`config.mk`:
```
export PLATFORM = sky130hd
export DESIGN_NAME = hamming_err_stat_flat
export DESIGN_NICKNAME = d
export VERILOG_FILES = /design/src/rtl/hamming_err_stat_pkg.sv /design/src/rtl/hamming_err_stat_if.sv /design/src/rtl/hamming_err_stat_evt_fifo.sv /design/src/rtl/hamming_err_stat.sv /design/src/flat_wrapper.sv
export SDC_FILE = /design/constraint.sdc
export NUM_CORES = 1
export LEC_CHECK = 0
export CORE_AREA = 3 3 118 120
export CTS_CLUSTER_DIAMETER = 50
export CTS_CLUSTER_SIZE = 20
export DETAILED_ROUTE_END_ITERATION = 10
export DIE_AREA = 0 0 121 123
export GPL_ROUTABILITY_DRIVEN = 1
export HOLD_SLACK_MARGIN = 0.15
export PLACE_DENSITY = 0.78
export SLEW_MARGIN = 20
export SYNTH_ARGS = -nofsm -noshare
export SYNTH_HDL_FRONTEND = slang
export SYNTH_SLANG_ARGS = --single-unit
```
`constraint.sdc`:
```
create_clock -name i_clk -period 7 [get_ports i_clk]
set_clock_uncertainty 0.1 [all_clocks]
set_input_delay 1.4 -clock i_clk [delete_from_list [all_inputs] [get_ports i_clk]]
set_output_delay 1.4 -clock i_clk [all_outputs]
set_load 0.03 [all_outputs]
```
`src/rtl/hamming_err_stat_pkg.sv`:
```
// Shared types for the hamming_err_* pipeline: data/parity words, error type
// and the event record queued by the statistics stage.
package hamming_err_stat_pkg;

    localparam int PAT_W     = 8;
    localparam int PAR_W     = 5;
    localparam int SEQ_MAX_W = 16;

    typedef logic [PAT_W-1:0] pattern_t;
    typedef logic [PAR_W-1:0] parity_t;

    typedef enum logic [1:0] {
        ERR_NONE = 2'b00,
        ERR_SEC  = 2'b01,
        ERR_DED  = 2'b10,
        ERR_ILL  = 2'b11
    } err_type_t;

    // seq is sized for the widest supported counter; narrower tops zero-extend.
    typedef struct packed {
        pattern_t               pattern;
        logic [SEQ_MAX_W-1:0]   seq;
        logic                   ill;
    } evt_t;

    function automatic logic is_uncorr(err_type_t e);
        return (e == ERR_DED) || (e == ERR_ILL);
    endfunction

endpackage

```
`src/rtl/hamming_err_stat_if.sv`:
```
// Beat input from hamming_err_dnc plus the valid/ready event drain port.
interface hamming_err_stat_if #(
    parameter int CNT_W = 16
);
    import hamming_err_stat_pkg::*;

    pattern_t           i_pattern;
    logic               i_valid;
    logic [1:0]         i_err_type;
    logic               o_evt_valid;
    logic               i_evt_ready;
    pattern_t           o_evt_pattern;
    logic [CNT_W-1:0]   o_evt_seq;
    logic               o_evt_ill;

    modport master (
        output i_pattern, i_valid, i_err_type, i_evt_ready,
        input  o_evt_valid, o_evt_pattern, o_evt_seq, o_evt_ill
    );

    modport slave (
        input  i_pattern, i_valid, i_err_type, i_evt_ready,
        output o_evt_valid, o_evt_pattern, o_evt_seq, o_evt_ill
    );

endinterface

```
`src/rtl/hamming_err_stat_evt_fifo.sv`:
```
// Synchronous register-array FIFO; pointers carry one extra wrap bit so that
// full and empty are distinguishable without a separate counter.
module stat_evt_fifo
    import hamming_err_stat_pkg::*;
#(
    parameter int  DEPTH = 4,
    parameter type T     = evt_t
) (
    input  logic                    i_clk,
    input  logic                    i_rst_n,
    input  logic                    i_clr,
    input  logic                    i_push,
    input  logic                    i_pop,
    input  T                        i_wdata,
    output T                        o_rdata,
    output logic                    o_full,
    output logic                    o_empty,
    output logic [$clog2(DEPTH):0]  o_count
);
    localparam int AW = $clog2(DEPTH);

    T               mem_q [DEPTH];
    logic [AW:0]    wptr_q, wptr_d;
    logic [AW:0]    rptr_q, rptr_d;
    logic           do_push, do_pop;

    assign o_empty = (wptr_q == rptr_q);
    assign o_full  = (wptr_q[AW] != rptr_q[AW]) && (wptr_q[AW-1:0] == rptr_q[AW-1:0]);
    assign o_count = wptr_q - rptr_q;
    assign o_rdata = mem_q[rptr_q[AW-1:0]];

    // A pop frees the head slot on the same edge, so a push into a full FIFO is legal then.
    assign do_pop  = i_pop & ~o_empty & ~i_clr;
    assign do_push = i_push & (~o_full | do_pop) & ~i_clr;

    always_comb begin
        wptr_d = wptr_q;
        rptr_d = rptr_q;
        if (i_clr) begin
            wptr_d = '0;
            rptr_d = '0;
        end else begin
            if (do_push) wptr_d = wptr_q + 1'b1;
            if (do_pop)  rptr_d = rptr_q + 1'b1;
        end
    end

    always_ff @(posedge i_clk or negedge i_rst_n) begin
        if (!i_rst_n) begin
            wptr_q <= '0;
            rptr_q <= '0;
        end else begin
            wptr_q <= wptr_d;
            rptr_q <= rptr_d;
        end
    end

    always_ff @(posedge i_clk) begin
        if (do_push) mem_q[wptr_q[AW-1:0]] <= i_wdata;
    end

endmodule

```
`src/rtl/hamming_err_stat.sv`:
```
// Error statistics for the corrected Hamming stream: saturating word/SEC/DED
// counters, an uncorrectable-event FIFO with sticky drop flag, and an irq.
module hamming_err_stat
    import hamming_err_stat_pkg::*;
#(
    parameter int               CNT_W      = 16,
    parameter int               FIFO_DEPTH = 4,
    parameter logic [CNT_W-1:0] SEC_THRESH = CNT_W'(8)
) (
    input  logic                i_clk,
    input  logic                i_rst_n,
    input  logic                i_en,
    input  logic                i_clr,
    hamming_err_stat_if.slave   bus,
    output logic [CNT_W-1:0]    o_word_cnt,
    output logic [CNT_W-1:0]    o_sec_cnt,
    output logic [CNT_W-1:0]    o_ded_cnt,
    output logic                o_drop,
    output logic                o_irq
);
    localparam int CW = $clog2(FIFO_DEPTH) + 1;

    logic [CNT_W-1:0]   word_cnt_q, word_cnt_d;
    logic [CNT_W-1:0]   sec_cnt_q,  sec_cnt_d;
    logic [CNT_W-1:0]   ded_cnt_q,  ded_cnt_d;
    logic               drop_q, drop_d;
    logic               irq_q,  irq_d;

    err_type_t          err;
    logic               acc, push, pop;
    evt_t               evt_wr, evt_head;
    logic               fifo_full, fifo_empty;
    logic [CW-1:0]      fifo_cnt;
    logic               unused_seq;

    assign err  = err_type_t'(bus.i_err_type);
    assign acc  = bus.i_valid & i_en & ~i_clr;
    assign push = acc & is_uncorr(err);
    assign pop  = bus.o_evt_valid & bus.i_evt_ready;

    assign evt_wr.pattern = bus.i_pattern;
    assign evt_wr.seq     = SEQ_MAX_W'(word_cnt_q);
    assign evt_wr.ill     = (err == ERR_ILL);

    stat_evt_fifo #(
        .DEPTH (FIFO_DEPTH),
        .T     (evt_t)
    ) u_fifo (
        .i_clk   (i_clk),
        .i_rst_n (i_rst_n),
        .i_clr   (i_clr),
        .i_push  (push),
        .i_pop   (pop),
        .i_wdata (evt_wr),
        .o_rdata (evt_head),
        .o_full  (fifo_full),
        .o_empty (fifo_empty),
        .o_count (fifo_cnt)
    );

    // Head fields read zero while empty so stale entries never leak out.
    assign bus.o_evt_valid   = ~fifo_empty;
    assign bus.o_evt_pattern = fifo_empty ? '0 : evt_head.pattern;
    assign bus.o_evt_seq     = fifo_empty ? '0 : evt_head.seq[CNT_W-1:0];
    assign bus.o_evt_ill     = fifo_empty ? 1'b0 : evt_head.ill;
    assign unused_seq        = ^evt_head.seq;

    always_comb begin
        word_cnt_d = word_cnt_q;
        sec_cnt_d  = sec_cnt_q;
        ded_cnt_d  = ded_cnt_q;
        drop_d     = drop_q;
        irq_d      = (sec_cnt_q >= SEC_THRESH) | (fifo_cnt != '0) | drop_q;
        if (i_clr) begin
            word_cnt_d = '0;
            sec_cnt_d  = '0;
            ded_cnt_d  = '0;
            drop_d     = 1'b0;
            irq_d      = 1'b0;
        end else if (acc) begin
            if (word_cnt_q != '1)                     word_cnt_d = word_cnt_q + 1'b1;
            if (err == ERR_SEC && sec_cnt_q != '1)    sec_cnt_d  = sec_cnt_q + 1'b1;
            if (is_uncorr(err) && ded_cnt_q != '1)    ded_cnt_d  = ded_cnt_q + 1'b1;
            if (push && fifo_full && !pop)            drop_d     = 1'b1;
        end
    end

    always_ff @(posedge i_clk or negedge i_rst_n) begin
        if (!i_rst_n) begin
            word_cnt_q <= '0;
            sec_cnt_q  <= '0;
            ded_cnt_q  <= '0;
            drop_q     <= 1'b0;
            irq_q      <= 1'b0;
        end else begin
            word_cnt_q <= word_cnt_d;
            sec_cnt_q  <= sec_cnt_d;
            ded_cnt_q  <= ded_cnt_d;
            drop_q     <= drop_d;
            irq_q      <= irq_d;
        end
    end

    assign o_word_cnt = word_cnt_q;
    assign o_sec_cnt  = sec_cnt_q;
    assign o_ded_cnt  = ded_cnt_q;
    assign o_drop     = drop_q;
    assign o_irq      = irq_q;

endmodule

```
`src/flat_wrapper.sv`:
```
// flat-port wrapper written by rule: the top's interface ports become plain ports
module hamming_err_stat_flat import hamming_err_stat_pkg::*;
#(
    parameter int               CNT_W      = 16,
    parameter int               FIFO_DEPTH = 4,
    parameter logic [CNT_W-1:0] SEC_THRESH = CNT_W'(8)
)
  (i_clk, i_rst_n, i_en, i_clr, o_word_cnt, o_sec_cnt, o_ded_cnt, o_drop, o_irq, bus_i_pattern, bus_i_valid, bus_i_err_type, bus_i_evt_ready, bus_o_evt_valid, bus_o_evt_pattern, bus_o_evt_seq, bus_o_evt_ill);
  hamming_err_stat_if #(.CNT_W(CNT_W)) bus_i ();
  input  logic i_clk;
  input  logic i_rst_n;
  input  logic i_en;
  input  logic i_clr;
  output logic [CNT_W-1:0] o_word_cnt;
  output logic [CNT_W-1:0] o_sec_cnt;
  output logic [CNT_W-1:0] o_ded_cnt;
  output logic o_drop;
  output logic o_irq;
  input wire logic [$bits(bus_i.i_pattern)-1:0] bus_i_pattern;
  input wire logic [$bits(bus_i.i_valid)-1:0] bus_i_valid;
  input wire logic [$bits(bus_i.i_err_type)-1:0] bus_i_err_type;
  input wire logic [$bits(bus_i.i_evt_ready)-1:0] bus_i_evt_ready;
  output wire logic [$bits(bus_i.o_evt_valid)-1:0] bus_o_evt_valid;
  output wire logic [$bits(bus_i.o_evt_pattern)-1:0] bus_o_evt_pattern;
  output wire logic [$bits(bus_i.o_evt_seq)-1:0] bus_o_evt_seq;
  output wire logic [$bits(bus_i.o_evt_ill)-1:0] bus_o_evt_ill;
  assign bus_i.i_pattern = bus_i_pattern;
  assign bus_i.i_valid = bus_i_valid;
  assign bus_i.i_err_type = bus_i_err_type;
  assign bus_i.i_evt_ready = bus_i_evt_ready;
  assign bus_o_evt_valid = bus_i.o_evt_valid;
  assign bus_o_evt_pattern = bus_i.o_evt_pattern;
  assign bus_o_evt_seq = bus_i.o_evt_seq;
  assign bus_o_evt_ill = bus_i.o_evt_ill;
  hamming_err_stat #(.CNT_W(CNT_W), .FIFO_DEPTH(FIFO_DEPTH), .SEC_THRESH(SEC_THRESH)) u_core (.i_clk(i_clk), .i_rst_n(i_rst_n), .i_en(i_en), .i_clr(i_clr), .bus(bus_i), .o_word_cnt(o_word_cnt), .o_sec_cnt(o_sec_cnt), .o_ded_cnt(o_ded_cnt), .o_drop(o_drop), .o_irq(o_irq));
endmodule
```
==> results.md <==
- Outcome: complete, no violations
- Ys Warns: 0
- Syn Inst Count: 513
- RSZ-0062 raised after global routing: false
- Full die area: 14,880 um2
- Wire length of the first global-routing pass: 23,850 um
- CTS tree: yes
- Maximum clock frequency: 217.5 MHz
- Register area share after synthesis: 62.10%
- Final worst path period share: 65.69%
- Actual slew at the worst max-slew pin: 939.2 ps
- Placer Congestion: 0.8748
- Root Driver: clkbuf_16
- Clk_lat worst skew: 420 ps
- Height of the die: 123 um
- Clk sinks: 156
- Final WL: 14,500 um
- Period minus WS final: 4598 ps
- Relative slew slack: 37.39%
- Worst Path Required: 5500 ps
- Detailed-route wire length per cell: 18.54 um
- CP startpoint kind: flop
- Post-Place Cells: 750
- Cts hold-fix bufs: 0
- Post-synth EDFFs: 100
- Drt first pass iters: 4
- Average size of a mapped cell: 13.82 um2
- Pwr Density: 232.7 nW/um2
- Max clock buf depth: 2
- Total track usage: 20.78%
- Die X: 121 um
- Clock buffer count from CTS: 17
- DR vias/cell: 5.844
- Critical path endpoint category: primary output
- Boundary Pins: 92
- Initial Util: 54.20%
- Post-route ant nets: 0
- Setup Total Neg Slack: 0 ps
- Top_reg_cell synth: edfxtp_1
- Mapped cell area: 7092 um2
- Detailed placement HPWL: 9148 um
- Post-Layout Cell Count: 782
- Total gr overflow: 0
- Post-CTS setup buffers: 0
- Mapped Nets: 540
- Rows: 42
- DRC: 0
- Initial DRC count: 358
- PortBufs: 91
- Reg clk slew, reported paths: 60 ps
- Yosys cell types: 50
- Worst hold path class: flop to flop
- Via count: 4,570
- Commonest non-fill, non-tap cell in the layout: edfxtp_1
- Resized cells post-CTS: 0
- P_leak: 2.958 nW
- Max_cap viols: 0
- H-tree levels: 4
- Post-synth ARST share: 35.90%
- Final hold viol count: 0
- Initial antenna violation count: 0
- Layout cell share with drive strength beyond 1: 13.70%
- Antenna cells: 0
- Slew Limit Fails: 0
- Worst vdd ir: 163.8 uV
- Core ar.: 13,090 um2
- Vias in the first global route: 4,580
- Final net count: 620
- Crit path max fanout: 28
- Setup violators final: 0
- Largest net degree at the start of global routing: 65
- Most frequent cells in the layout: edfxtp_1 (100), clkdlybuf4s50_1 (89), dfrtp_1 (55)
- Area growth, synth to finish: 22.34%
- Critical path arrival: 3100 ps
- Seq cells post-synth: 156
- Critical path type: flop to primary output
==> report_power, final <==
group	internal, W	switching, W
Clock	0.000557	0.000343
Combinational	0.0000541	0.0000714
Sequential	0.000983	0.0000107
==> flip-flops by register name, summed over array words and instances (netlist names) <==
signal,flops
u_core.u_fifo.rptr_q,3
u_core.o_ded_cnt,16
u_core.o_irq,1
u_core.o_sec_cnt,16
u_core.u_fifo.mem_q,100
u_core.u_fifo.wptr_q,3
u_core.o_drop,1
u_core.o_word_cnt,16
==> synthesized netlist by cell type (4+ instances only) <==
cell type | number | area share (%)
edfxtp_1 | 100 | 42
dfrtp_1 | 56 | 20
nor2b_1 | 32 | 2.8
a21oi_1 | 28 | 2.0
mux4_2 | 25 | 7.9
nor2_1 | 20 | 1.1
inv_1 | 19 | 1.0
nand3_1 | 19 | 1.3
buf_4 | 16 | 1.7
nand2_1 | 16 | 0.85
or4_1 | 15 | 1.6
clkbuf_1 | 14 | 0.74
nor4_1 | 12 | 1.1
ha_1 | 11 | 1.9
nand4_1 | 11 | 0.97
o31ai_1 | 11 | 1.2
nor3_1 | 10 | 0.71
o21ai_0 | 9 | 0.64
o41ai_1 | 8 | 0.99
xnor2_1 | 8 | 0.99
mux2_2 | 7 | 1.1
or3_1 | 7 | 0.62
o311ai_0 | 6 | 0.74
xor2_1 | 5 | 0.62
and2_1 | 4 | 0.35
buf_1 | 4 | 0.21
==> final cells by class <==
type / count / area (um2)
repair buffers: 99 / 960.9
clock buffers: 20 / 436.7
well taps: 176 / 220.2
clock inverters: 12 / 147.6
flip-flops and latches: 156 / 4405
multi-input cells: 300 / 2434
fillers: 918 / 4409
inverters: 19 / 71.32
==> worst max-delay path, cell delays in order, from the launching register on <==
cell and delay [ps]:
dfrtp_2 990, ha_1 240, nand2_1 130, nor2_4 570, nor2b_1 120, clkdlybuf4s50_1 620
==> cell families after synthesis <==
group | after synthesis | synth area share (%)
AOI/OAI and AO/OA | 75 | 7.039
xor gates and xnor gates | 13 | 1.606
adders and majority gates | 11 | 1.941
buffers and inverters | 57 | 3.934
DFF | 156 | 62.10
muxes | 35 | 9.474
and+or+nand+nor | 166 | 13.90
==> path summary, 6_finish.rpt <==
| kind | startpoint | end | slack, ps | cells after the start |
|---|---|---|---|---|
| min in group asynchronous | i_rst_n | u_core.o_sec_cnt[12]$_DFFE_PN0P_ | 1020 | 2 |
| worst max register to register | u_core.u_fifo.rptr_q[0]$_DFFE_PN0P_ | u_core.u_fifo.mem_q[0][3]$_DFFE_PP_ | 3740 | 5 |
| worst min-delay path | u_core.o_ded_cnt[6]$_DFFE_PN0P_ | u_core.o_ded_cnt[6]$_DFFE_PN0P_ | 430 | 1 |
| worst max-delay path | u_core.u_fifo.rptr_q[0]$_DFFE_PN0P_ | bus_o_evt_pattern[1] | 2400 | 5 |
| max in group asynchronous | i_rst_n | u_core.u_fifo.rptr_q[0]$_DFFE_PN0P_ | 5240 | 2 |
| worst min register to register | u_core.o_ded_cnt[6]$_DFFE_PN0P_ | u_core.o_ded_cnt[6]$_DFFE_PN0P_ | 430 | 1 |
==> layer usage <==
layer	vias up	wire length, um	global-route usage [%]
met5	-	0	0
li1	2148	-	-
met4	0	252	7.365
met3	19	771	6.038
met2	125	7388	33.52
met1	2278	6088	27.21
==> metrics by stage <==
step	util (%)	hold slack [ps]	worst slack, ps	instance area [um2]	power (W)
2_1_floorplan	-	419.7	497.9	7092	0.001083
3_3_place_gp	61.71	410.9	2501	8075	0.001136
3_5_place_dp	61.71	431.8	2351	8075	0.001139
4_1_cts	66.18	436.3	1903	8660	0.002037
5_1_grt	66.30	489.7	2089	8676	0.002092
6_report	66.30	431.4	2402	8676	0.002019
(Power assumes the default switching activity.)
